<file path="src/rtl/tt_um_jk2102.sv">
// I2C target with one write register (uo_out) and a read port (ui_in).
// SCL/SDA are oversampled with clk; SDA is driven open-drain through uio_oe[1].
module tt_um_jk2102 #(
    parameter logic [6:0] I2C_ADDR = 7'h55
) (
    input  logic [7:0] ui_in,
    output logic [7:0] uo_out,
    input  logic [7:0] uio_in,
    output logic [7:0] uio_out,
    output logic [7:0] uio_oe,
    input  logic       ena,
    input  logic       clk,
    input  logic       rst_n
);

    typedef enum logic [2:0] {
        StIdle,
        StAddr,
        StAddrAck,
        StWrite,
        StWriteAck,
        StRead,
        StReadAck
    } state_e;

    logic       r_scl_meta, r_scl_sync, r_scl_prev;
    logic       r_sda_meta, r_sda_sync, r_sda_prev;
    state_e     r_state;
    logic [3:0] r_cnt;
    logic [7:0] r_shift;
    logic       r_rw;
    logic       r_sda_oe;
    logic [7:0] r_uo;

    logic w_scl_rise, w_scl_fall, w_start, w_stop;
    logic w_unused;

    assign w_unused = &{1'b0, uio_in[7:2]};

    always_ff @(posedge clk or negedge rst_n) begin
        if (!rst_n) begin
            r_scl_meta <= 1'b1;
            r_scl_sync <= 1'b1;
            r_scl_prev <= 1'b1;
            r_sda_meta <= 1'b1;
            r_sda_sync <= 1'b1;
            r_sda_prev <= 1'b1;
        end else begin
            r_scl_meta <= uio_in[0];
            r_scl_sync <= r_scl_meta;
            r_scl_prev <= r_scl_sync;
            r_sda_meta <= uio_in[1];
            r_sda_sync <= r_sda_meta;
            r_sda_prev <= r_sda_sync;
        end
    end

    assign w_scl_rise = r_scl_sync & ~r_scl_prev;
    assign w_scl_fall = ~r_scl_sync & r_scl_prev;
    // SCL must be high on both samples so an SCL edge is never mistaken for START/STOP.
    assign w_start    = r_scl_sync & r_scl_prev & r_sda_prev & ~r_sda_sync;
    assign w_stop     = r_scl_sync & r_scl_prev & ~r_sda_prev & r_sda_sync;

    always_ff @(posedge clk or negedge rst_n) begin
        if (!rst_n) begin
            r_state  <= StIdle;
            r_cnt    <= 4'd0;
            r_shift  <= 8'h00;
            r_rw     <= 1'b0;
            r_sda_oe <= 1'b0;
            r_uo     <= 8'h00;
        end else if (!ena) begin
            r_state  <= StIdle;
            r_cnt    <= 4'd0;
            r_sda_oe <= 1'b0;
        end else if (w_start) begin
            r_state  <= StAddr;
            r_cnt    <= 4'd0;
            r_sda_oe <= 1'b0;
        end else if (w_stop) begin
            r_state  <= StIdle;
            r_cnt    <= 4'd0;
            r_sda_oe <= 1'b0;
        end else begin
            unique case (r_state)
                StIdle: begin
                    r_sda_oe <= 1'b0;
                end
                StAddr: begin
                    if (w_scl_rise) begin
                        r_shift <= {r_shift[6:0], r_sda_sync};
                        r_cnt   <= r_cnt + 4'd1;
                    end else if (w_scl_fall && r_cnt == 4'd8) begin
                        r_cnt <= 4'd0;
                        if (r_shift[7:1] == I2C_ADDR) begin
                            r_state  <= StAddrAck;
                            r_rw     <= r_shift[0];
                            r_sda_oe <= 1'b1;
                        end else begin
                            r_state <= StIdle;
                        end
                    end
                end
                StAddrAck: begin
                    if (w_scl_fall) begin
                        if (r_rw) begin
                            r_shift  <= ui_in;
                            r_sda_oe <= ~ui_in[7];
                            r_cnt    <= 4'd1;
                            r_state  <= StRead;
                        end else begin
                            r_sda_oe <= 1'b0;
                            r_cnt    <= 4'd0;
                            r_state  <= StWrite;
                        end
                    end
                end
                StWrite: begin
                    if (w_scl_rise) begin
                        r_shift <= {r_shift[6:0], r_sda_sync};
                        r_cnt   <= r_cnt + 4'd1;
                    end else if (w_scl_fall && r_cnt == 4'd8) begin
                        r_uo     <= r_shift;
                        r_sda_oe <= 1'b1;
                        r_cnt    <= 4'd0;
                        r_state  <= StWriteAck;
                    end
                end
                StWriteAck: begin
                    if (w_scl_fall) begin
                        r_sda_oe <= 1'b0;
                        r_state  <= StWrite;
                    end
                end
                StRead: begin
                    // r_cnt counts bits already presented; bit 7 went out on entry.
                    if (w_scl_fall) begin
                        if (r_cnt == 4'd8) begin
                            r_sda_oe <= 1'b0;
                            r_cnt    <= 4'd0;
                            r_state  <= StReadAck;
                        end else begin
                            r_shift  <= {r_shift[6:0], 1'b0};
                            r_sda_oe <= ~r_shift[6];
                            r_cnt    <= r_cnt + 4'd1;
                        end
                    end
                end
                StReadAck: begin
                    if (w_scl_rise && r_sda_sync) begin
                        r_state <= StIdle;
                    end else if (w_scl_fall) begin
                        r_shift  <= ui_in;
                        r_sda_oe <= ~ui_in[7];
                        r_cnt    <= 4'd1;
                        r_state  <= StRead;
                    end
                end
                default: begin
                    r_state  <= StIdle;
                    r_sda_oe <= 1'b0;
                end
            endcase
        end
    end

    assign uo_out  = r_uo;
    assign uio_out = 8'h00;
    assign uio_oe  = {6'b000000, r_sda_oe, 1'b0};

endmodule

</file>
<file path="config.mk">
export PLATFORM = sky130hd
export DESIGN_NAME = tt_um_jk2102
export DESIGN_NICKNAME = d
export VERILOG_FILES = /design/src/rtl/tt_um_jk2102.sv
export SDC_FILE = /design/constraint.sdc
export NUM_CORES = 1
export LEC_CHECK = 0
export CORE_MARGIN = 1.5
export CORE_UTILIZATION = 50
export DETAILED_ROUTE_END_ITERATION = 10
export PLACE_DENSITY = 0.9
export SYNTH_ARGS = -nofsm -noshare
export SYNTH_HDL_FRONTEND = slang
export SYNTH_SLANG_ARGS = --single-unit
export TNS_END_PERCENT = 100
</file>
<file path="constraint.sdc">
create_clock -name clk -period 2 [get_ports clk]
set_input_delay 0.4 -clock clk [delete_from_list [all_inputs] [get_ports clk]]
set_output_delay 0.4 -clock clk [all_outputs]
set_load 0.005 [all_outputs]
</file>
; Word level (Yosys, flattened, before mapping)
; Cells that the tools add are included.
[op_classes]
bitwise = 16
n_mux = 52
eq_ne = 30
add_sub_neg = 1
n_reduce_logical = 11
[op_table]
columns = operator, count
row1 = 2-to-1 mux 8 bit, 7
row2 = "!= test 5 bit, second input constant", 11
row3 = 2-to-1 mux 3 bit, 14
row4 = 2-to-1 mux 4 bit, 10
row5 = one-hot mux 8 bit (4 select lines), 1
row6 = one-hot mux 3 bit (7 select lines), 1
row7 = AND reduction 10 bit, 2
row8 = 2-to-1 mux 1 bit, 16
row9 = one-hot mux 4 bit (4 select lines), 1
row10 = "!= test 2 bit, second input constant", 6
row11 = AND reduction 6 bit, 2
row12 = AND reduction 11 bit, 1
row13 = "equality test 3 bit, second input constant", 3
row14 = NOT 1 bit, 9
row15 = AND 1 bit, 7
row16 = "equality test 7 bit, second input constant", 1
row17 = "!= test 7 x 2 -> 1 bit, second input constant", 1
row18 = AND reduction 7 bit, 1
row19 = "equality test 3 x 2 -> 1 bit, second input constant", 2
row20 = "!= test 6 x 2 -> 1 bit, second input constant", 1
row21 = "!= test 6 bit, second input constant", 1
row22 = one-hot mux 1 bit (6 select lines), 1
row23 = "adder 4 x 1 -> 4 bit, second input constant", 1
row24 = "equality test 4 bit, second input constant", 1
row25 = 8 further kinds, 9
[word_totals]
ff_bits = 31
input_bits = 19

; Longest topological paths before layout
[depth]
depth_word = 9
depth_mapped = 7
depth_no_buf = 6

; Worst setup path after synthesis
; OpenSTA, ideal clock, no wires.
[synth_path]
path_kind = flip-flop to flip-flop
start = register r_scl_sync
end = register r_shift[0]
t_required_ns = 1.875
setup_time_ns = 0.125
slack_ns = 0.245
stages_incl_launch_ff = 7
arrival_ns = 1.630
period_less_slack_ns = 1.755
cell_sequence = dfstp_2 nand2b_1 buf_6 a21oi_2 o311a_1 buf_6 mux2_4
[synth_via]
elab_chain_cells = 5
elab_cells_between_ends = 17
[synth_lines]
columns = element, line
row1 = "start, declared", 26  ; logic r_scl_meta, r_scl_sync, r_scl_prev;
row2 = "start signal, assigned", 50  ; r_scl_sync <= r_scl_meta;
row3 = AND 1 bit, "61, 62"
row4 = "AND 1 bit, on equally long branches (2 in a row)", "62, 61"
row5 = NOT 1 bit (no source line), n/a
row6 = AND reduction 11 bit (no source line) *, n/a
row7 = "end signal, assigned", 91  ; r_shift <= {r_shift[6:0], r_sda_sync};
row8 = "end signal, assigned", 107  ; r_shift <= ui_in;
row9 = "end signal, assigned", 120  ; r_shift <= {r_shift[6:0], r_sda_sync};
row10 = "end, declared", 30  ; logic [7:0] r_shift;
; Mark *: on every way between the ends. The rest lies on a longest branch, timed or not.
; A chain may end at the register's enable or synchronous reset.

; Final worst setup path
[layout_path]
start = register r_cnt[1]
end = register r_cnt[0]
[layout_via]
elab_chain_cells = 7
elab_cells_between_ends = 10
[layout_lines]
columns = element, line
row1 = "start, declared", 29  ; logic [3:0] r_cnt;
row2 = "start signal, assigned", 92  ; r_cnt <= r_cnt + 4'd1;
row3 = "start signal, assigned", 121  ; r_cnt <= r_cnt + 4'd1;
row4 = "start signal, assigned", 145  ; r_cnt <= r_cnt + 4'd1;
row5 = equality test 4 bit *, "93, 122, 138"
row6 = 2-to-1 mux 4 bit, 138  ; if (r_cnt == 4'd8) begin
row7 = 2-to-1 mux 4 bit, 137  ; if (w_scl_fall) begin
row8 = one-hot mux 4 bit (4 select lines), 85  ; unique case (r_state)
row9 = 2-to-1 mux 4 bit, 80  ; end else if (w_stop) begin
row10 = 2-to-1 mux 4 bit, 76  ; end else if (w_start) begin
row11 = 2-to-1 mux 4 bit, 72  ; end else if (!ena) begin
; Mark *: on every way between the ends. The rest lies on a longest branch, timed or not. The select of a mux whose other input is x is not followed.

==> metrics <==
status=complete, no violations; Critical Path RT=2.18 ns; DR top layer=met4; min Tclk post-route=1.91 ns; initial antenna violation count=0; WL met3=204 microns; Num CTS Buffers=5; drt pass-1 iters=4; die area=4260 sq um; slowest CP cell=dfrtp_1; Max-Slew Margin vs Limit=0.573; worst setup margin=0.0932 ns; Wirelength per Cell=14.3 microns; via count=1,537; clk_lat worst skew=0.28 ns; GRT Util Overall=0.208; global route overflow=0; Routed Antenna Nets=0; pins over their slew limit=0; Layout area overhead=21.7%; #FFs+latches synth=31; Placed Area=2250 sq um; Leak=1.06 nW; Worst Hold Class=reg2reg; Synthesis Warnings=0; IO Pins=43; Hold Path End=r_sda_sync; WS Path Type=reg2reg; max incr delay on CP=0.40 ns; DRT iter0 DRCs=73; Placed Cells=271; Layout Nets=251; HP Start=r_sda_meta; DRC=0; layout cells sized above 1=0.243; Final period util=0.953; largest net degree at the start of global routing=32; Fin. Hold Viols=0; pwr dens=636 nW/um^2; Setup TNS=0 ns; fin cells=278; cts repair resizes=0; Worst-path clk slew=0.06 ns; Crit Reg-Reg Startpoint=r_cnt[1]; critical path fanouts, max=4; core box area=3690 sq um; CP Cell Sequence=inv_1 > ha_2 > nand3b_1 > buf_4 > o211a_1 > o21a_1 > o41ai_2; Netlist Area Pre-Place=1940 sq um; Routed WL=3980 microns; final setup fails=0; ys flop type=dfrtp_1; postcts setup bufs=0; register area share after synthesis=0.404; Slew @ Worst Pin=0.634 ns; Syn Inst Count=190; Placer Congestion=0.896; DR vias/cell=5.53; Async SR Flop Fraction=1.00; Hold Buf Count CTS=0; CTS tree=yes; hpwl dp=2860 microns; H-tree lvl count=2; Initial Utilization=0.525; Max-Cap Viols=0; die height=65.3 microns; port bufs=21; Power, Total=1.50 mW; Critical Path AT=2.09 ns; clk root buf=clkbuf_8; CTS Buffer Depth=2; met2 WL=1910 microns; # diodes=0; Rows=22; RR Endpoint=r_cnt[0]; die width=65.3 microns; Buf/Inv on CP=2; VDD IR max=452 uV; Avg Cell Area, Syn=10.2 sq um; CTS Sinks=31; first-pass GRT wire length=6700 microns; vias in the first global route=1,429; clk_skew=0.00471 ns; Max Freq=0.524 GHz; Yosys cell types=53; hold depth=0; M1 wire length=1810 microns; number of synthesized flops with an enable pin=0; Register-to-Register Path Depth=7; crit path launch type=register; crit path capture type=register; dpl ws=0.0785 ns; flop2flop setup slack=0.09 ns; RSZ-0062 raised after global routing=no; final instance area=2360 sq um; cell family with most CP delay=compound AO/OA/AOI/OAI gates
worst reg2reg max path, cell delays in order (launching register included):
cell      delay (ns)
dfrtp_1         0.40
inv_1           0.08
ha_2            0.20
nand3b_1        0.13
buf_4           0.17
o211a_1         0.26
o21a_1          0.25
o41ai_2         0.31
stage by stage:
stage | hold slack [ns] | utilization
4_1_cts | 0.356 | 0.638
3_5_place_dp | 0.347 | 0.610
3_3_place_gp | 0.346 | 0.610
5_1_grt | 0.361 | 0.639
2_1_floorplan | 0.104 | -
6_report | 0.355 | 0.639
how the worst max path moves through the flow:
stage          startpoint         end  depth (start not counted)
5_1_grt          r_cnt[1]    r_cnt[0]                          7
6_report         r_cnt[1]    r_cnt[0]                          7
3_5_place_dp          ena  r_shift[3]                          5
3_3_place_gp          ena  r_shift[3]                          5
2_1_floorplan  r_scl_sync  r_shift[0]                          6
4_1_cts        r_scl_prev    r_cnt[0]                          5
synthesized netlist by cell type, types with 3 or more instances:
cell | n | area share
dfstp_2 | 6 | 0.081
a21oi_1 | 5 | 0.013
nand2_1 | 24 | 0.046
mux2_2 | 7 | 0.041
nand4_1 | 5 | 0.016
buf_6 | 3 | 0.017
inv_1 | 4 | 0.0077
clkbuf_1 | 3 | 0.0058
buf_4 | 16 | 0.062
nand3_1 | 3 | 0.0077
mux2_4 | 8 | 0.062
nand2b_1 | 7 | 0.023
o211ai_1 | 6 | 0.023
nor3_1 | 6 | 0.015
nand4b_1 | 3 | 0.014
o21ai_0 | 5 | 0.013
mux2i_1 | 4 | 0.021
nor2_1 | 5 | 0.0097
dfrtp_1 | 25 | 0.32
power breakdown:
group | switching (mW) | internal (mW)
registers | 0.0514 | 0.678
clock network | 0.221 | 0.364
logic | 0.0767 | 0.108
cell families after synthesis:
kind of cell / after synthesis / synth area share
flops: 31 / 0.404
simple gates: 67 / 0.190
compound gates: 38 / 0.151
other cells: 1 / 0.00193
fa+ha+maj: 2 / 0.0129
buf+inv: 29 / 0.100
xor+xnor: 1 / 0.00452
mux: 21 / 0.135
registers in the layout (all words and copies together) (netlist names), 3 cells and up:
name and count:
r_shift 8, r_cnt 4, uo_out 8, r_state 3
cell type report:
type	instances	area, sq um
Inverter	5	18.8
Multi-Input combinational cell	144	1020
Sequential cell	31	783
Clock inverter	1	30.0
Clock buffer	6	72.6
Timing Repair Buffer	43	375
Tap cell	48	60.1
Fill cell	312	1330
layout by cell type (no fill, tap or decap), types with 2 or more instances in the layout:
cell type and n:
nor2b_1 2, nand4b_1 3, nand4_1 5, o21ai_0 5
mux2_1 2, o32ai_1 2, dfrtp_1 25, conb_1 15
a21oi_1 5, dfstp_2 6, and4b_1 2, inv_1 4
mux2_2 7, nand2_1 24, clkbuf_8 5, o21a_1 2
a221oi_1 2, mux2i_1 4, mux2_4 8, nand3_1 3
o211a_1 2, o211ai_1 6, nor2_1 5, and3b_1 2
or2_1 2, clkdlybuf4s50_1 21, nand2b_1 6, buf_4 22
nor3_1 6
per-layer routing:
layer,up-vias,GRT usage
li1,742,-
met1,743,0.274
met2,47,0.333
met3,5,0.0531
met4,0,0.0703
met5,-,0
Note: power is estimated with default switching activity, not from simulation.
